$ cat src/rtl/uart_rx_fsm.sv
`timescale 1ns/1ps
// uart_rx_fsm
// 8N1 serial receiver. The line is oversampled on clk, and each bit is
// sampled at its midpoint. A good byte is placed in a one-deep valid/ready
// output buffer. Stop-bit errors and buffer overruns are flagged with
// single-cycle pulses.
//
// Ports
//   clk        system clock, rising edge
//   reset      asynchronous reset, active low
//   rx         serial line, idle high, asynchronous to clk
//   ready      downstream accepts data_out when valid && ready
//   data_out   received byte
//   valid      data_out holds an unconsumed byte
//   frame_err  one-cycle pulse: stop bit sampled low
//   overrun    one-cycle pulse: good byte dropped, buffer was full
//   busy       high whenever the FSM is not idle
//
// state     | meaning
// ----------+-----------------------------------------------------------
// S_IDLE    | line idle, waiting for a falling edge on rx_s
// S_START   | confirming the start bit at its midpoint
// S_DATA    | sampling 8 data bits LSB first, one per bit period
// S_STOP    | sampling the stop bit, then delivering the byte or flagging an error
// S_WAIT_HI | framing error seen, waiting for the line to return high
module uart_rx_fsm #(
    parameter int CLKS_PER_BIT = 16
) (
    input  logic       clk,
    input  logic       reset,
    input  logic       rx,
    input  logic       ready,
    output logic [7:0] data_out,
    output logic       valid,
    output logic       frame_err,
    output logic       overrun,
    output logic       busy
);

    localparam int HALF = CLKS_PER_BIT / 2;
    localparam int CW   = $clog2(CLKS_PER_BIT);
    localparam logic [CW-1:0] CNT_LAST = CW'(CLKS_PER_BIT - 1);
    localparam logic [CW-1:0] CNT_HALF = CW'(HALF - 1);

    typedef enum logic [2:0] {
        S_IDLE,
        S_START,
        S_DATA,
        S_STOP,
        S_WAIT_HI
    } state_t;

    state_t        state;
    logic [CW-1:0] cnt;
    logic [2:0]    idx;
    logic [7:0]    sh;
    logic          rx_meta;
    logic          rx_s;

    // Both flops reset high so that reset release never looks like a start edge.
    always_ff @(posedge clk or negedge reset) begin
        if (!reset) begin
            rx_meta <= 1'b1;
            rx_s    <= 1'b1;
        end else begin
            rx_meta <= rx;
            rx_s    <= rx_meta;
        end
    end

    always_ff @(posedge clk or negedge reset) begin
        if (!reset) begin
            state     <= S_IDLE;
            cnt       <= '0;
            idx       <= 3'd0;
            sh        <= 8'h00;
            data_out  <= 8'h00;
            valid     <= 1'b0;
            frame_err <= 1'b0;
            overrun   <= 1'b0;
            busy      <= 1'b0;
        end else begin
            frame_err <= 1'b0;
            overrun   <= 1'b0;

            // A consume is overridden below if a delivery lands in the same cycle.
            if (valid && ready) begin
                valid <= 1'b0;
            end

            case (state)
                S_IDLE: begin
                    cnt <= '0;
                    idx <= 3'd0;
                    if (!rx_s) begin
                        state <= S_START;
                        busy  <= 1'b1;
                    end
                end

                S_START: begin
                    if (cnt == CNT_HALF) begin
                        cnt <= '0;
                        if (!rx_s) begin
                            state <= S_DATA;
                        end else begin
                            state <= S_IDLE;
                            busy  <= 1'b0;
                        end
                    end else begin
                        cnt <= cnt + CW'(1);
                    end
                end

                S_DATA: begin
                    if (cnt == CNT_LAST) begin
                        cnt <= '0;
                        sh  <= {rx_s, sh[7:1]};
                        idx <= idx + 3'd1;
                        if (idx == 3'd7) begin
                            state <= S_STOP;
                        end
                    end else begin
                        cnt <= cnt + CW'(1);
                    end
                end

                S_STOP: begin
                    if (cnt == CNT_LAST) begin
                        cnt <= '0;
                        if (rx_s) begin
                            // Back to idle at mid-stop so a back-to-back start bit is caught.
                            state <= S_IDLE;
                            busy  <= 1'b0;
                            if (!valid || ready) begin
                                data_out <= sh;
                                valid    <= 1'b1;
                            end else begin
                                overrun <= 1'b1;
                            end
                        end else begin
                            frame_err <= 1'b1;
                            state     <= S_WAIT_HI;
                        end
                    end else begin
                        cnt <= cnt + CW'(1);
                    end
                end

                S_WAIT_HI: begin
                    // A held-low (break) line must not restart a frame.
                    if (rx_s) begin
                        state <= S_IDLE;
                        busy  <= 1'b0;
                    end
                end

                default: begin
                    state <= S_IDLE;
                    busy  <= 1'b0;
                end
            endcase
        end
    end

endmodule

$ cat config.mk
export PLATFORM = sky130hd
export DESIGN_NAME = uart_rx_fsm
export DESIGN_NICKNAME = d
export VERILOG_FILES = /design/src/rtl/uart_rx_fsm.sv
export SDC_FILE = /design/constraint.sdc
export NUM_CORES = 1
export LEC_CHECK = 0
export BUFFER_PORTS_ARGS = -buffer_cell sky130_fd_sc_hd__buf_2
export CELL_PAD_IN_SITES_DETAIL_PLACEMENT = 1
export CELL_PAD_IN_SITES_GLOBAL_PLACEMENT = 1
export CORE_ASPECT_RATIO = 0.5
export CORE_MARGIN = 4
export CORE_UTILIZATION = 30
export DETAILED_ROUTE_END_ITERATION = 6
export GPL_TIMING_DRIVEN = 0
export HOLD_SLACK_MARGIN = 0.15
export PLACE_DENSITY_LB_ADDON = 0.3
export SYNTH_ARGS = -nofsm -noshare
export SYNTH_HDL_FRONTEND = slang
export SYNTH_SLANG_ARGS = --single-unit
$ cat constraint.sdc
create_clock -name clk -period 3.2 [get_ports clk]
set_clock_uncertainty 0.15 [all_clocks]
set_input_delay 0.64 -clock clk [delete_from_list [all_inputs] [get_ports clk]]
set_output_delay 0.64 -clock clk [all_outputs]
set_load 0.005 [all_outputs]
# Word-level counts from Yosys, hierarchy flattened
# Index checks and enable logic that the tools add are counted.
# Widths: inputs -> output; s select.
op_classes:
  addsub: 2
  multipliers: 0
  div_mod_pow: 0
  order_cmp: 0
  n_eq_ne: 13
  shifts: 0
  muxes: 31
  bitwise: 1
  n_reduce_logical: 12
ops:
  columns: ["operator", "n"]
  rows:
  - ["$mux 3", 8]
  - ["$mux 1", 16]
  - ["$pmux 3 s5", 1]
  - ["$ne 2x2->1 const B", 6]
  - ["$pmux 4 s3", 1]
  - ["$mux 4", 2]
  - ["$reduce_and 4->1", 2]
  - ["$eq 3x2->1 const B", 2]
  - ["$eq 3x3->1 const B", 2]
  - ["$pmux 3 s2", 1]
  - ["$reduce_and 6->1", 1]
  - ["$pmux 1 s5", 1]
  - ["$add 4x1->4 const B", 1]
  - ["$eq 4x3->1 const B", 1]
  - ["$eq 4x4->1 const B", 1]
  - ["$reduce_and 2->1", 2]
  - ["$add 3x1->3 const B", 1]
  - ["$eq 3x1->1 const B", 1]
  - ["$logic_not 3->1", 1]
  - ["$reduce_bool 3->1", 1]
  - ["$mux 2", 1]
  - ["$reduce_bool 2->1", 1]
  - ["$reduce_or 2->1", 1]
  - ["$logic_and 1x1->1", 1]
  - ["other kinds (3)", 3]
word_totals:
  ff_bits: 32
  latchBits: 0
  mem_bits_rw: 0
  rom_bits: 0
  out_inout_bits: 12
  n_memories: 0

# Logic depth before layout (Yosys ltp)
# Gate-level depths: netlist (run 1).
depth:
  word_depth: 6
  ltp_mapped: 6
  depth_no_buf: 6

# Worst setup path before layout (run 1)
# OpenSTA, ideal clock, no wires.
synth_timing:
  kind: "reg-to-reg"
  start: "register cnt[0]"
  end: "register sh[0]"
  setup_ns: 0.125
  arrival_time_ns: 1.443
  required_time_ns: 2.925
  slack_ns: 1.482
  stages_incl_launch_ff: 5
  path_cell_list: "dfrtp_1 > ha_1 > nand3_4 > nor3_4 > mux2_2"
synth_between:
  elab_chain_cells: 2
synth_lines:
  columns: ["element", "line", "text"]
  rows:
  - ["start, declared", "54", "logic [CW-1:0] cnt;"]
  - ["start signal, assigned", "111", "cnt <= cnt + CW'(1);"]
  - ["start signal, assigned", "124", "cnt <= cnt + CW'(1);"]
  - ["start signal, assigned", "146", "cnt <= cnt + CW'(1);"]
  - ["$eq 4x4->1", "116", "if (cnt == CNT_LAST) begin"]
  - ["$reduce_and 2->1 (no source line)", null, null]
  - ["end signal, assigned", "118", "sh <= {rx_s, sh[7:1]};"]
  - ["end, declared", "56", "logic [7:0] sh;"]
# No other way between the ends.
# A chain may end at the register's enable or synchronous reset.

# Worst setup path in the final report (run 1)
layout_timing:
  start: "register cnt[0]"
  end: "register sh[5]"
# The elaborated chain is that of the path after synthesis.

==> metrics.yaml, run 1 <==
routing:
  wire_per_inst_um: 14.2
  first_pass_iters: 4
  via_per_inst: 4.68
  ant_nets: 0
  vias: 983
  initialDrtViolationCount: 16
  wl_mm: 2.98
  drt_drc_violations_left: 0
worst_setup_path:
  cp.required_ns: 3.22
  worstSetupPathType: "flip-flop to flip-flop"
  worst_ep_arrival_time_ns: 1.96
  reg2regPathDepth: 4
  endpoint_kind: "flip-flop"
  critPathLaunchType: "flip-flop"
  path_max_fanout: 9
global_route:
  grt_usage_pct: 10.7
  grt.overflow.total: 0
  grt_pass1_wl_mm: 5.09
  antenna_found_initial: 0
  grt_max_degree: 33
  grt_pass1_vias: 1040
timing:
  slew_viol_final: 0
  hold_viol_final: 0
  rsz0062_at_grt: "false"
  fmax_mhz: 513
  tns_ns: 0
  period_needed_ns: 1.95
  setup_violations: 0
  worst_slew_pin_slew_ns: 0.732
  slew_headroom_pct: 51.2
  finalCritPeriodShare_pct: 60.9
logic_synthesis:
  synth_nets: 128
  synthXorXnorAreaFrac_pct: 0
  synthSimpleGateAreaFrac_pct: 13.8
  synth_top_area_share_pct: 51.5
  ys_async_sr_fraction_pct: 100
  ys.flop_type: "dfrtp_1"
  synth_adder_area_share_pct: 2.57
  synthMuxAreaShare_pct: 14.6
  syn-instance-count: 121
  synth_top_family_by_area: "multiplexers"
  synth_cell_types: 31
  synth-seq-cells: 32
  syn_area_per_cell_um2: 12.1
  yosys-top-cells-count: "dfrtp_1, mux2_2, nand2_1, o21ai_0, nor2_1"
  yosys_warnings: 0
  synth-edff-count: 0
  synth_compound_area_share_pct: 11.1
  yosys.cell_count.top_type: "dfrtp_1"
  ys_seq_area_share_pct: 55.1
  syn_area_mm2: 0.00146
  synth_area_leaders: "dfrtp_1, mux2_2, dfstp_2"
  yosysTopAreaCell: "dfrtp_1"
power_and_ir_drop:
  p_per_area_mw_per_mm2: 712
  ir_drop_v: 0.000185
  finalPower_mw: 1.23
  p_leak_nw: 0.838
floorplanning:
  rows: 17
  die_height_um: 57.3
  initial_core_util_pct: 32.1
  die_area_mm2: 0.00611
  ios: 16
  coreArea_mm2: 0.00455
  fp.dieW_um: 107
final_layout:
  drive_above_1_share_pct: 37.5
  area_delta_synth_final_pct: 18.4
  fin_nets: 150
  n_antenna_cell: 0
clocking:
  clockBufferDepth: 2
  clock-root-buffer: "clkbuf_8"
  post-cts-setup-buffers: 0
  insertion_delay_ns: 0.28
  path_clk_slew_ns: 0.07
  cts_tree: "done"
  ctsHoldBuffers: 0
  cts_resized: 0
  cts_sinks: 32
  htreeDepth: 2
  cts_buffers: 5
flow_run:
  maxCapViolations: 0
min_path:
  min_path_cells: 0
  min_path_type: "flip-flop to flip-flop"
placed_design:
  gp_congestion: 0.751
  dp_hpwl_mm: 2.06
  port_buffers: 15
run_status:
  outcome: "complete, no violations"
-- worst max-delay path, stage by stage (launching register included) --
cell and delay, ns:
dfrtp_1 0.40, ha_1 0.31, nand3_4 0.18, nor3_4 0.39
mux2_2 0.40
-- layout by cell type (no fill, tap or decap), types with 2 or more instances in the layout --
cell / synthesis / routed
a21oi_1: 4 / 4
a22o_1: 2 / 2
and3_1: 2 / 2
buf_2: 4 / 19
clkbuf_1: 2 / 2
clkbuf_8: 0 / 5
dfrtp_1: 30 / 30
dfstp_2: 2 / 2
ha_1: 3 / 3
inv_1: 4 / 4
mux2_2: 18 / 18
nand2_1: 9 / 9
nand2b_1: 4 / 4
nand3_4: 2 / 2
nor2_1: 8 / 8
nor3_4: 2 / 2
o21ai_0: 9 / 9
or2_2: 2 / 2
-- per-layer routing --
metal  global-route usage (%)  routed length [um]  vias to the layer above
met4                     4.55                  19                        0
met3                     3.39                  66                        2
li1                         -                   -                      474
met5                        0                   0                        -
met2                     16.6                1410                       12
met1                     13.8                1480                      495
-- stage by stage --
stage               util (%)  cells  hold slack [ns]  worst slack [ns]  instance area [um2]
floorplan                  -    121            0.194              1.48                 1460
global placement        35.5    202            0.197              1.26                 1620
detailed placement      35.5    202            0.199              1.27                 1620
CTS                     38.0    210            0.210              1.24                 1730
global route            38.0    210            0.215              1.12                 1730
finish                  38.0    210            0.209              1.25                 1730
-- flip-flops by register name (all words and copies together), names as in the netlist --
name	cells
rx_s	1
overrun	1
data_out	8
busy	1
valid	1
rx_meta	1
idx	3
sh	8
cnt	4
frame_err	1
state	3
-- worst paths after layout --
kind	from	endpoint	slack [ns]
worst max-delay path	cnt[0]$_DFFE_PN0P_	sh[5]$_DFFE_PN0P_	1.25
worst min register to register	rx_meta$_DFF_PN1_	rx_s$_DFF_PN1_	0.21
min in group asynchronous	reset	overrun$_DFF_PN0_	0.26
max in group asynchronous	reset	cnt[3]$_DFFE_PN0P_	2.17
worst min-delay path	rx_meta$_DFF_PN1_	rx_s$_DFF_PN1_	0.21
worst max register to register	cnt[0]$_DFFE_PN0P_	sh[5]$_DFFE_PN0P_	1.25
-- area by class of cell --
type,instances,area [um2]
timing repair buffer,15,75.1
buffer,6,27.5
tap,66,82.6
multi-input combinational,79,613
sequential,32,803
fill,508,2820
clock buffer,5,68.8
clock inverter,3,42.5
inverter,4,15.0
-- power breakdown --
part	leakage, nW	switching (mW)	internal (mW)	total, mW
Clock	0.0541	0.156	0.230	0.386
Combinational	0.365	0.197	0.134	0.331
Sequential	0.418	0.0472	0.465	0.513
-- logic make-up after synthesis --
| family | after synthesis |
|---|---|
| and+or+nand+nor | 32 |
| DFF | 32 |
| AOI/OAI and AO/OA | 25 |
| muxes | 19 |
| buffers and inverters | 10 |
| adders and majority gates | 3 |
Note: power is estimated with default switching activity, not from simulation.
==> run 2: changes to the inputs <==
==> constraint.sdc (replaced) <==
create_clock -name clk -period 1.85 [get_ports clk]
set_clock_uncertainty 0.15 [all_clocks]
set_input_delay 0.37 -clock clk [delete_from_list [all_inputs] [get_ports clk]]
set_output_delay 0.37 -clock clk [all_outputs]
set_load 0.005 [all_outputs]
==> metrics.yaml, run 2 (synthesized netlist as in run 1, its figures left out) <==
routing:
  ant_nets: 0  # unchanged
  vias: 1005  # +2.2%
  via_per_inst: 4.70  # +0.33%
  wire_per_inst_um: 14.6  # +2.6%
  drt_drc_violations_left: 0  # unchanged
  wl_mm: 3.12  # +4.6%
  first_pass_iters: 4  # unchanged
  initialDrtViolationCount: 17  # +1
global_route:
  grt_max_degree: 33  # unchanged
  grt_pass1_vias: 1080  # +3.8%
  grt_pass1_wl_mm: 5.35  # +5.0%
  grt.overflow.total: 0  # unchanged
  grt_usage_pct: 11.1  # +0.49 points
  antenna_found_initial: 0  # unchanged
worst_setup_path:
  worstSetupPathType: "flip-flop to flip-flop"
  reg2reg_from: "cnt[1]$_DFFE_PN0P_"
  cp.required_ns: 1.87  # -1.35 ns
  endpoint_kind: "flip-flop"
  r2r-end: "sh[5]$_DFFE_PN0P_"
  critPathLaunchType: "flip-flop"
  reg2reg_slack_ns: 0.10  # -1.15 ns
  path_max_fanout: 9  # unchanged
  reg2regPathDepth: 5  # +1
  worst_ep_arrival_time_ns: 1.76  # -0.20 ns
final_layout:
  mostFrequentLayoutCells: "dfrtp_1, buf_2, mux2_2"
  reg_top3: "data_out: 8 flops, sh: 8 flops, cnt: 4 flops"
  final_common_cell: "dfrtp_1"
  fin_nets: 154  # +2.7%
  design_area_mm2: 0.00179  # +3.5%
  n_antenna_cell: 0  # unchanged
  area_delta_synth_final_pct: 22.6
  drive_above_1_share_pct: 39.2  # +1.7 points
power_and_ir_drop:
  finalPower_mw: 2.17  # +77%
  p_leak_nw: 0.860  # +2.7%
  p_per_area_mw_per_mm2: 1210  # +71%
  ir_drop_v: 0.000321  # +73%
clocking:
  cts_buffers: 5  # unchanged
  clock-root-buffer: "clkbuf_8"
  clockBufferDepth: 2  # unchanged
  insertion_delay_ns: 0.28  # about the same
  cts_sinks: 32  # unchanged
  htreeDepth: 2  # unchanged
  path_clk_slew_ns: 0.07  # about the same
  cts_tree: "done"
timing:
  finalCritPeriodShare_pct: 94.4  # +34 points
  tns_ns: 0  # unchanged
  worst_slew_pin_slew_ns: 0.733  # +0.00128 ns
  rsz0062_at_grt: "false"
  slew_headroom_pct: 51.1  # -0.085 points
  fmax_mhz: 573  # +12%
  setup_violations: 0  # unchanged
  slew_viol_final: 0  # unchanged
  period_needed_ns: 1.75  # -0.201 ns
  hold_viol_final: 0  # unchanged
min_path:
  holdPathEnd: "rx_s$_DFF_PN1_"
  min_path_type: "flip-flop to flip-flop"
  min_path_cells: 0  # unchanged
  min_from: "rx_meta$_DFF_PN1_"
flow_run:
  maxCapViolations: 0  # unchanged
placed_design:
  dpl_cell_area_mm2: 0.00162  # unchanged
  port_buffers: 15  # unchanged
  dp_hpwl_mm: 2.06  # unchanged
  gp_congestion: 0.751  # unchanged
floorplanning:
  rows: 17  # unchanged
  die_height_um: 57.3  # unchanged
  ios: 16  # unchanged
  fp.dieW_um: 107  # unchanged
  die_area_mm2: 0.00611  # unchanged
  initial_core_util_pct: 32.1  # unchanged
  coreArea_mm2: 0.00455  # unchanged
run_status:
  outcome: "complete, no violations"
==> run 2: power breakdown <==
group | leakage (nW) | internal [mW] | total [mW] | switching (mW)
combinational | 0.389 | 0.255 | 0.602 | 0.347
sequential | 0.417 | 0.807 | 0.901 | 0.0940
clock | 0.0541 | 0.398 | 0.671 | 0.272
==> run 2: stage by stage <==
step	setup slack, ns	hold slack (ns)	std cells	util [%]
finish	0.103	0.209	214	39.3
global route	0.0337	0.215	214	39.3
CTS	0.0114	0.210	214	39.3
detailed placement	-0.0798	0.199	202	35.5
global placement	-0.0891	0.197	202	35.5
floorplan	0.132	-0.0756	121	-
==> run 2: worst max-delay path, stage by stage, from the launching register on <==
cell     delay, ns
dfrtp_1       0.41
ha_4          0.19
nand3_4       0.16
nor3_4        0.23
buf_12        0.15
mux2_2        0.34
==> run 2: routing by layer <==
layer  part of all wire (%)  global-route usage [%]
met5                      0                       0
met4                   0.93                    4.55
met3                    2.2                    3.39
met2                     49                    18.1
met1                     48                    14.0
==> run 2: cell type report <==
class / instances / area [um2]
Fill cell: 503 / 2760
Sequential cell: 32 / 805
Multi-Input combinational cell: 79 / 626
Timing Repair Buffer: 19 / 123
Tap cell: 66 / 82.6
Clock buffer: 5 / 68.8
Clock inverter: 3 / 42.5
Buffer: 6 / 27.5
Inverter: 4 / 15.0
==> run 2: worst max-delay path by stage <==
stage                       start                 endpoint  slack (ns)
2_1_floorplan  cnt[0]$_DFFE_PN0P_        sh[0]$_DFFE_PN0P_        0.13
4_1_cts        cnt[0]$_DFFE_PN0P_  data_out[1]$_DFFE_PN0P_        0.01
3_5_place_dp   cnt[0]$_DFFE_PN0P_        sh[1]$_DFFE_PN0P_       -0.08
5_1_grt        cnt[0]$_DFFE_PN0P_  data_out[1]$_DFFE_PN0P_        0.03
3_3_place_gp   cnt[0]$_DFFE_PN0P_        sh[4]$_DFFE_PN0P_       -0.09
6_report       cnt[1]$_DFFE_PN0P_        sh[5]$_DFFE_PN0P_        0.10
==> run 2: repair_timing <==
| item | in CTS | in global routing |
|---|---|---|
| gates resized for setup | 2 | 1 |
| setup endpoints to repair | 16 | 12 |
| hold buffers | 2 | 0 |
| endpoints found under the hold margin | 31 | 0 |
| buffers inserted | 2 | 0 |
| pin swaps | 2 | 1 |
